## src/rtl/sqrt_pkg.sv

```systemverilog
// Shared constants for the square-root datapath: operand width and
// the default depth of its input FIFO.
package sqrt_pkg;
  localparam int SQRT_DW         = 8;
  localparam int SQRT_FIFO_DEPTH = 4;
endpackage

```

## src/rtl/sqrt_in_fifo.sv

```systemverilog
// Input operand FIFO in front of the square-root unit. Registered storage,
// no empty bypass: a pushed operand is offered on the cycle after the push.
module sqrt_in_fifo
  import sqrt_pkg::*;
#(
  parameter int DW    = SQRT_DW,
  parameter int DEPTH = SQRT_FIFO_DEPTH
) (
  input  logic                       clk_i,
  input  logic                       rstn_i,
  input  logic                       enb_i,
  input  logic [DW-1:0]              in_dt_i,
  input  logic                       in_valid_i,
  output logic                       in_ready_o,
  input  logic                       busy_i,
  output logic [DW-1:0]              out_dt_o,
  output logic                       out_valid_o,
  input  logic                       out_ready_i,
  output logic [$clog2(DEPTH+1)-1:0] count_o,
  output logic                       full_o,
  output logic                       empty_o
);
  localparam int PW = $clog2(DEPTH);
  localparam int CW = $clog2(DEPTH+1);

  logic [DW-1:0] mem_q [DEPTH];
  logic [PW-1:0] wr_ptr_q, rd_ptr_q;
  logic [CW-1:0] cnt_q, cnt_d;
  logic          push, pop;

  assign full_o      = (cnt_q == CW'(DEPTH));
  assign empty_o     = (cnt_q == '0);
  assign count_o     = cnt_q;
  // A full FIFO refuses pushes even when the head leaves this cycle.
  assign in_ready_o  = !full_o && enb_i;
  assign out_valid_o = !empty_o && !busy_i && enb_i;
  assign out_dt_o    = mem_q[rd_ptr_q];

  assign push = in_valid_i && in_ready_o;
  assign pop  = out_valid_o && out_ready_i;

  always_comb begin
    cnt_d = cnt_q;
    case ({push, pop})
      2'b10:   cnt_d = cnt_q + CW'(1);
      2'b01:   cnt_d = cnt_q - CW'(1);
      default: cnt_d = cnt_q;
    endcase
  end

  // Power-of-two depth lets the pointers wrap by natural overflow.
  always_ff @(posedge clk_i or negedge rstn_i) begin
    if (!rstn_i) begin
      wr_ptr_q <= '0;
      rd_ptr_q <= '0;
      cnt_q    <= '0;
      for (int i = 0; i < DEPTH; i++) mem_q[i] <= '0;
    end else begin
      cnt_q <= cnt_d;
      if (push) begin
        mem_q[wr_ptr_q] <= in_dt_i;
        wr_ptr_q        <= wr_ptr_q + PW'(1);
      end
      if (pop) rd_ptr_q <= rd_ptr_q + PW'(1);
    end
  end
endmodule

```

## config.mk

```make
export PLATFORM = sky130hd
export DESIGN_NAME = sqrt_in_fifo
export DESIGN_NICKNAME = d
export VERILOG_FILES = /design/src/rtl/sqrt_pkg.sv /design/src/rtl/sqrt_in_fifo.sv
export SDC_FILE = /design/constraint.sdc
export NUM_CORES = 1
export LEC_CHECK = 0
export ABC_AREA = 1
export CAP_MARGIN = 10
export CORE_UTILIZATION = 48
export CTS_CLUSTER_DIAMETER = 60
export DETAILED_ROUTE_END_ITERATION = 10
export GPL_ROUTABILITY_DRIVEN = 0
export PLACE_DENSITY = 0.75
export SLEW_MARGIN = 0
export SYNTH_ARGS = -nofsm -noshare
export SYNTH_HDL_FRONTEND = slang
export SYNTH_SLANG_ARGS = --single-unit
export TNS_END_PERCENT = 5
```

## constraint.sdc

```tcl
create_clock -name clk_i -period 2.25 [get_ports clk_i]
set_clock_uncertainty 0.15 [all_clocks]
set_input_delay 0.675 -clock clk_i [delete_from_list [all_inputs] [get_ports clk_i]]
set_output_delay 0.675 -clock clk_i [all_outputs]
set_load 0.01 [all_outputs]
```

# ---- Word-level counts from Yosys, hierarchy flattened
# Cells that the tools add are included.
dict set report classes {
  add_sub_neg 4
  n_lt_le_gt_ge 3
  eq_ne 3
  muxes 7
  bitwise 2
  reduce_logical 11
}
# op n
set op_table {}
lappend op_table {{32-bit bitwise mux} 1}
lappend op_table {{8-bit 2-to-1 mux} 3}
lappend op_table {{8-bit binary-select mux with 2-bit select} 1}
lappend op_table {{8-bit demux with 2-bit select} 1}
lappend op_table {{3-bit >= comparator, second input constant} 2}
lappend op_table {{1-bit logical AND} 6}
lappend op_table {{2-bit inverter with 3-bit output} 2}
lappend op_table {{3-bit one-hot mux with 2 select lines} 1}
lappend op_table {{2-bit by 1-bit adder with 2-bit output, second input constant} 2}
lappend op_table {{3-bit by 1-bit adder with 3-bit output, second input constant} 1}
lappend op_table {{3-bit equality test, second input constant} 1}
lappend op_table {{1-bit zero test} 3}
lappend op_table {{3-bit zero test} 1}
lappend op_table {{3-bit by 1-bit less-than comparator with 1-bit output, second input constant} 1}
lappend op_table {{3-bit by 1-bit subtractor with 3-bit output, second input constant} 1}
lappend op_table {{2-bit by 1-bit equality test with 1-bit output, second input constant} 1}
lappend op_table {{2-bit equality test, second input constant} 1}
lappend op_table {{2-bit nonzero test} 1}
dict set report word_totals {
  reg_bits 39
}

# ---- Depth between registers and ports, before layout
dict set report logic_depth {
  depth_word 7
  mapped_depth 10
  ltp_nobuf 10
}

# ---- Worst setup path after synthesis
# No wires, ideal clock.
dict set report synth_timing {
  path_kind {input to register}
  start {in enb_i}
  end {reg cnt_q[2], in the netlist count_o[2]}
  t_arrival_ps 2077
  setup_slack_ps -57
  cell_stages 10
  path_buffers 0
  cell_sequence {inv_1 nor2_1 nand2_1 nor2_1 ha_1 inv_1 fa_1 or2_2 nand2_1 xor2_1}
}
dict set report synth_via {
  elab_chain_len 4
  elab_cells_between_ends 8
  cone_classes {eq/ne (2); mux (1); reduce/logical (5)}
}
# item line
set synth_rtl {}
lappend synth_rtl {{start: declaration} sqrt_in_fifo.sv:11} ;# input logic enb_i,
lappend synth_rtl {{1-bit logical AND *} sqrt_in_fifo.sv:36} ;# assign out_valid_o = !empty_o && !busy_i && enb_i;
lappend synth_rtl {{1-bit logical AND *} sqrt_in_fifo.sv:40} ;# assign pop = out_valid_o && out_ready_i;
lappend synth_rtl {{named net pop} sqrt_in_fifo.sv:29} ;# logic push, pop;
lappend synth_rtl {{2-bit by 1-bit equality test with 1-bit output / 2-bit equality test (equally long branches)} sqrt_in_fifo.sv:44} ;# case ({push, pop})
lappend synth_rtl {{3-bit one-hot mux with 2 select lines / 2-bit nonzero test (equally long branches)} n/a}
lappend synth_rtl {{end signal: assignment} sqrt_in_fifo.sv:59} ;# cnt_q <= cnt_d;
lappend synth_rtl {{end: declaration} sqrt_in_fifo.sv:28} ;# logic [CW-1:0] cnt_q, cnt_d;
# The timed path passes the listed nets; every way through them passes the cells marked *.
# A chain may end at the register's enable or synchronous reset.

# ---- Worst setup path after layout
dict set report layout_timing {
  start {reg rd_ptr_q[0]}
  end {out out_dt_o[4]}
}
dict set report layout_via {
  elab_chain_len 4
}
# item line
set layout_rtl {}
lappend layout_rtl {{start: declaration} sqrt_in_fifo.sv:27} ;# logic [PW-1:0] wr_ptr_q, rd_ptr_q;
lappend layout_rtl {{start signal: assignment} sqrt_in_fifo.sv:64} ;# if (pop) rd_ptr_q <= rd_ptr_q + PW'(1);
lappend layout_rtl {{2-bit inverter with 3-bit output (not written as such)} sqrt_in_fifo.sv:37} ;# assign out_dt_o = mem_q[rd_ptr_q];
lappend layout_rtl {{8-bit binary-select mux with 2-bit select} sqrt_in_fifo.sv:37}
lappend layout_rtl {{8-bit 2-to-1 mux (not written as such) (2 in series)} sqrt_in_fifo.sv:37}
lappend layout_rtl {{end: declaration} sqrt_in_fifo.sv:16} ;# output logic [DW-1:0] out_dt_o,
# Every way passes these cells. The select of a mux whose other input is x is not followed.

==> key figures <==
Run status
  – Status: complete, no violations

Yosys
  – Synth cell types: 18
  – Syn_area_per_cell: 8.25 µm²
  – Synthesized Nets: 261
  – Post-Syn Area: 1990 µm²
  – Seq/Total Area, Yosys: 49.1%
  – Synthesized flop and latch total: 39
  – Yosys Warn Count: 0
  – Cells after Synth: 241

CTS
  – Maximum clock insertion buffer count: 2
  – Number of H-tree levels: 2
  – Reg clk slew, reported paths: 0.08 ns
  – Clk root buf: clkbuf_8
  – CTS tree: done
  – Hold buffers post-CTS: 0
  – Clk_lat worst skew: 0.30 ns
  – Sink Count: 39
  – CTS buffer count: 5

Floorplanning
  – Die area: 4400 µm²
  – Core area: 4000 µm²
  – Initial Util: 49.7%
  – Die X: 66.4 µm
  – IO Count: 29
  – Row count: 23
  – Die span in y: 66.4 µm

Placement
  – Dpl hpwl: 3570 µm
  – DP Area: 2460 µm²
  – Number of port buffers: 28
  – Inst Count DP: 331

Pwr
  – Max VDD drop: 0.894 mV
  – LEAKAGE: 1.32 nW
  – Power Density: 1400 nW/µm²

Finish
  – Final Util: 64.7%
  – Final nets: 313
  – Layout cells sized above 1: 21.1%
  – Most frequent cells in the layout: nand2_1, dfrtp_1, nand4_1
  – ANT cells: 0
  – Finished Layout Cells: 344
  – Area grow syn2layout: 30.2%
  – Commonest non-fill, non-tap cell in the layout: nand2_1
  – Final instance area: 2590 µm²

Job
  – Max cap viols: 0

Timing
  – Final setup violation count: 0
  – Minimum clock period: 2.24 ns
  – RSZ-0062 raised after global routing: true
  – Peak Freq: 446 MHz
  – Final Hold Viols: 0
  – Worst-Margin Slew: 0.490 ns
  – Final period utilization: 99.7%
  – Relative slew slack: 67.3%
  – Fin. max-slew vios: 0

GRT
  – First-pass GRT wire length: 8980 µm
  – Total gr overflow: 0
  – Antenna violations before repair: 0
  – Gr usage total: 28.0%
  – Largest net degree at the start of global routing: 39
  – Vias in the first global route: 1876

Detailed routing
  – Drt wl/cell: 16.0 µm
  – Drt via density: 5.49
  – Vias: 1889
  – Starting DRT DRC Count: 235
  – DR pass1 iterations: 4
  – DRC: 0
  – Drt total wl: 5500 µm
  – Final ANT Viol Nets: 0

Critical path
  – FF-to-FF setup slack: 0.09 ns
  – Worst setup EP type: output port
  – FF-to-FF path depth: 11
  – Critical path type: register to output port
  – R2r startpoint: count_o[0]
  – Critical path arrival: 1.42 ns
  – Max Fanout on Critical Path: 10
  – CP cell instances: inv_1 -> buf_4 -> nor2_1 -> o22ai_1 -> clkdlybuf4s15_2
  – CP max stage cell: dfrtp_1
  – Critical Path RT: 1.42 ns
  – CP max stage delay: 0.40 ns
  – Startpoint types: register
  – Reg-to-Reg End: count_o[2]

Worst hold path
  – Worst min path class: input pin to async pin
worst max-delay path: cells and delay by family (launching register included):
kind                   cells  cell delay, ns
buffers and inverters      3            0.49
DFF                        1            0.40
AOI/OAI and AO/OA          1            0.16
and+or+nand+nor            1            0.06
per-stage QoR:
stage	hold slack [ns]	worst slack, ns	TNS, ns	power (W)
after global routing	0.207	-0.0831	-0.193	0.00390
after CTS	0.188	-0.0464	-0.0908	0.00364
after global placement	0.307	-0.545	-2.66	0.00301
final	0.176	0.00683	0	0.00363
after floorplan	0.229	0.00748	0	0.00222
after detailed placement	0.311	-0.623	-3.22	0.00305
state kept, by name, summed over array words and instances, names as in the netlist:
signal and count:
mem_q 32, count_o 3, rd_ptr_q 2, wr_ptr_q 2
synth_stat cells (all sizes together):
master	number	share of area [%]
nor2	20	3.8
dfrtp	39	49
nand3	2	0.50
nand4	36	11
o21ai	19	4.8
a21oi	2	1.1
o22ai	8	2.5
inv	13	2.5
ha	5	3.1
buf	10	3.5
clkbuf	4	0.75
xor2	1	0.44
nand2	79	15
xnor2	1	0.44
fa	1	1.0
or2	1	0.31
kinds of logic after synthesis:
group | count (synthesis) | share of synthesized area [%]
xor+xnor | 2 | 0.881
flops | 39 | 49.1
compound gates | 29 | 8.37
fa+ha+maj | 6 | 4.15
simple gates | 138 | 30.8
buf+inv | 27 | 6.67
area by class of cell:
| cell class | count | area (µm²) |
|---|---|---|
| fillers | 346 | 1410 |
| repair buffers | 59 | 478 |
| inverters | 13 | 48.8 |
| flip-flops and latches | 39 | 976 |
| clock buffers | 6 | 82.6 |
| clock inverters | 2 | 35.0 |
| well taps | 50 | 62.6 |
| multi-input cells | 175 | 906 |
power by group:
part,total (W),switching [W],internal [W]
clock,0.000622,0.000263,0.000359
sequential,0.00123,0.000205,0.00103
combinational,0.00178,0.00101,0.000771
worst max-delay path by stage:
stage	from	to	slack [ns]	cells past startpoint
floorplan	enb_i	count_o[2]	0.007	10
global placement	enb_i	out_valid_o	-0.55	6
detailed placement	enb_i	count_o[2]	-0.62	11
CTS	rd_ptr_q[0]	out_dt_o[0]	-0.05	5
global route	rd_ptr_q[0]	out_dt_o[7]	-0.08	5
finish	rd_ptr_q[0]	out_dt_o[4]	0.007	5
metal layers:
layer	routed length [µm]	track usage, %	part of all wire (%)	vias up
li1	-	-	-	917
met1	2360	35.8	43	892
met2	2680	45.3	49	69
met3	327	6.55	5.9	11
met4	131	11.2	2.4	0
met5	0	0	0	-
what timing repair did:
item | in CTS | in global routing
pin swaps | 7 | 1
resized for setup | 37 | 11
endpoints found under the setup margin | 14 | 9
setup buffers | 4 | 1
No activity file was read; power rests on OpenSTA's default activity.
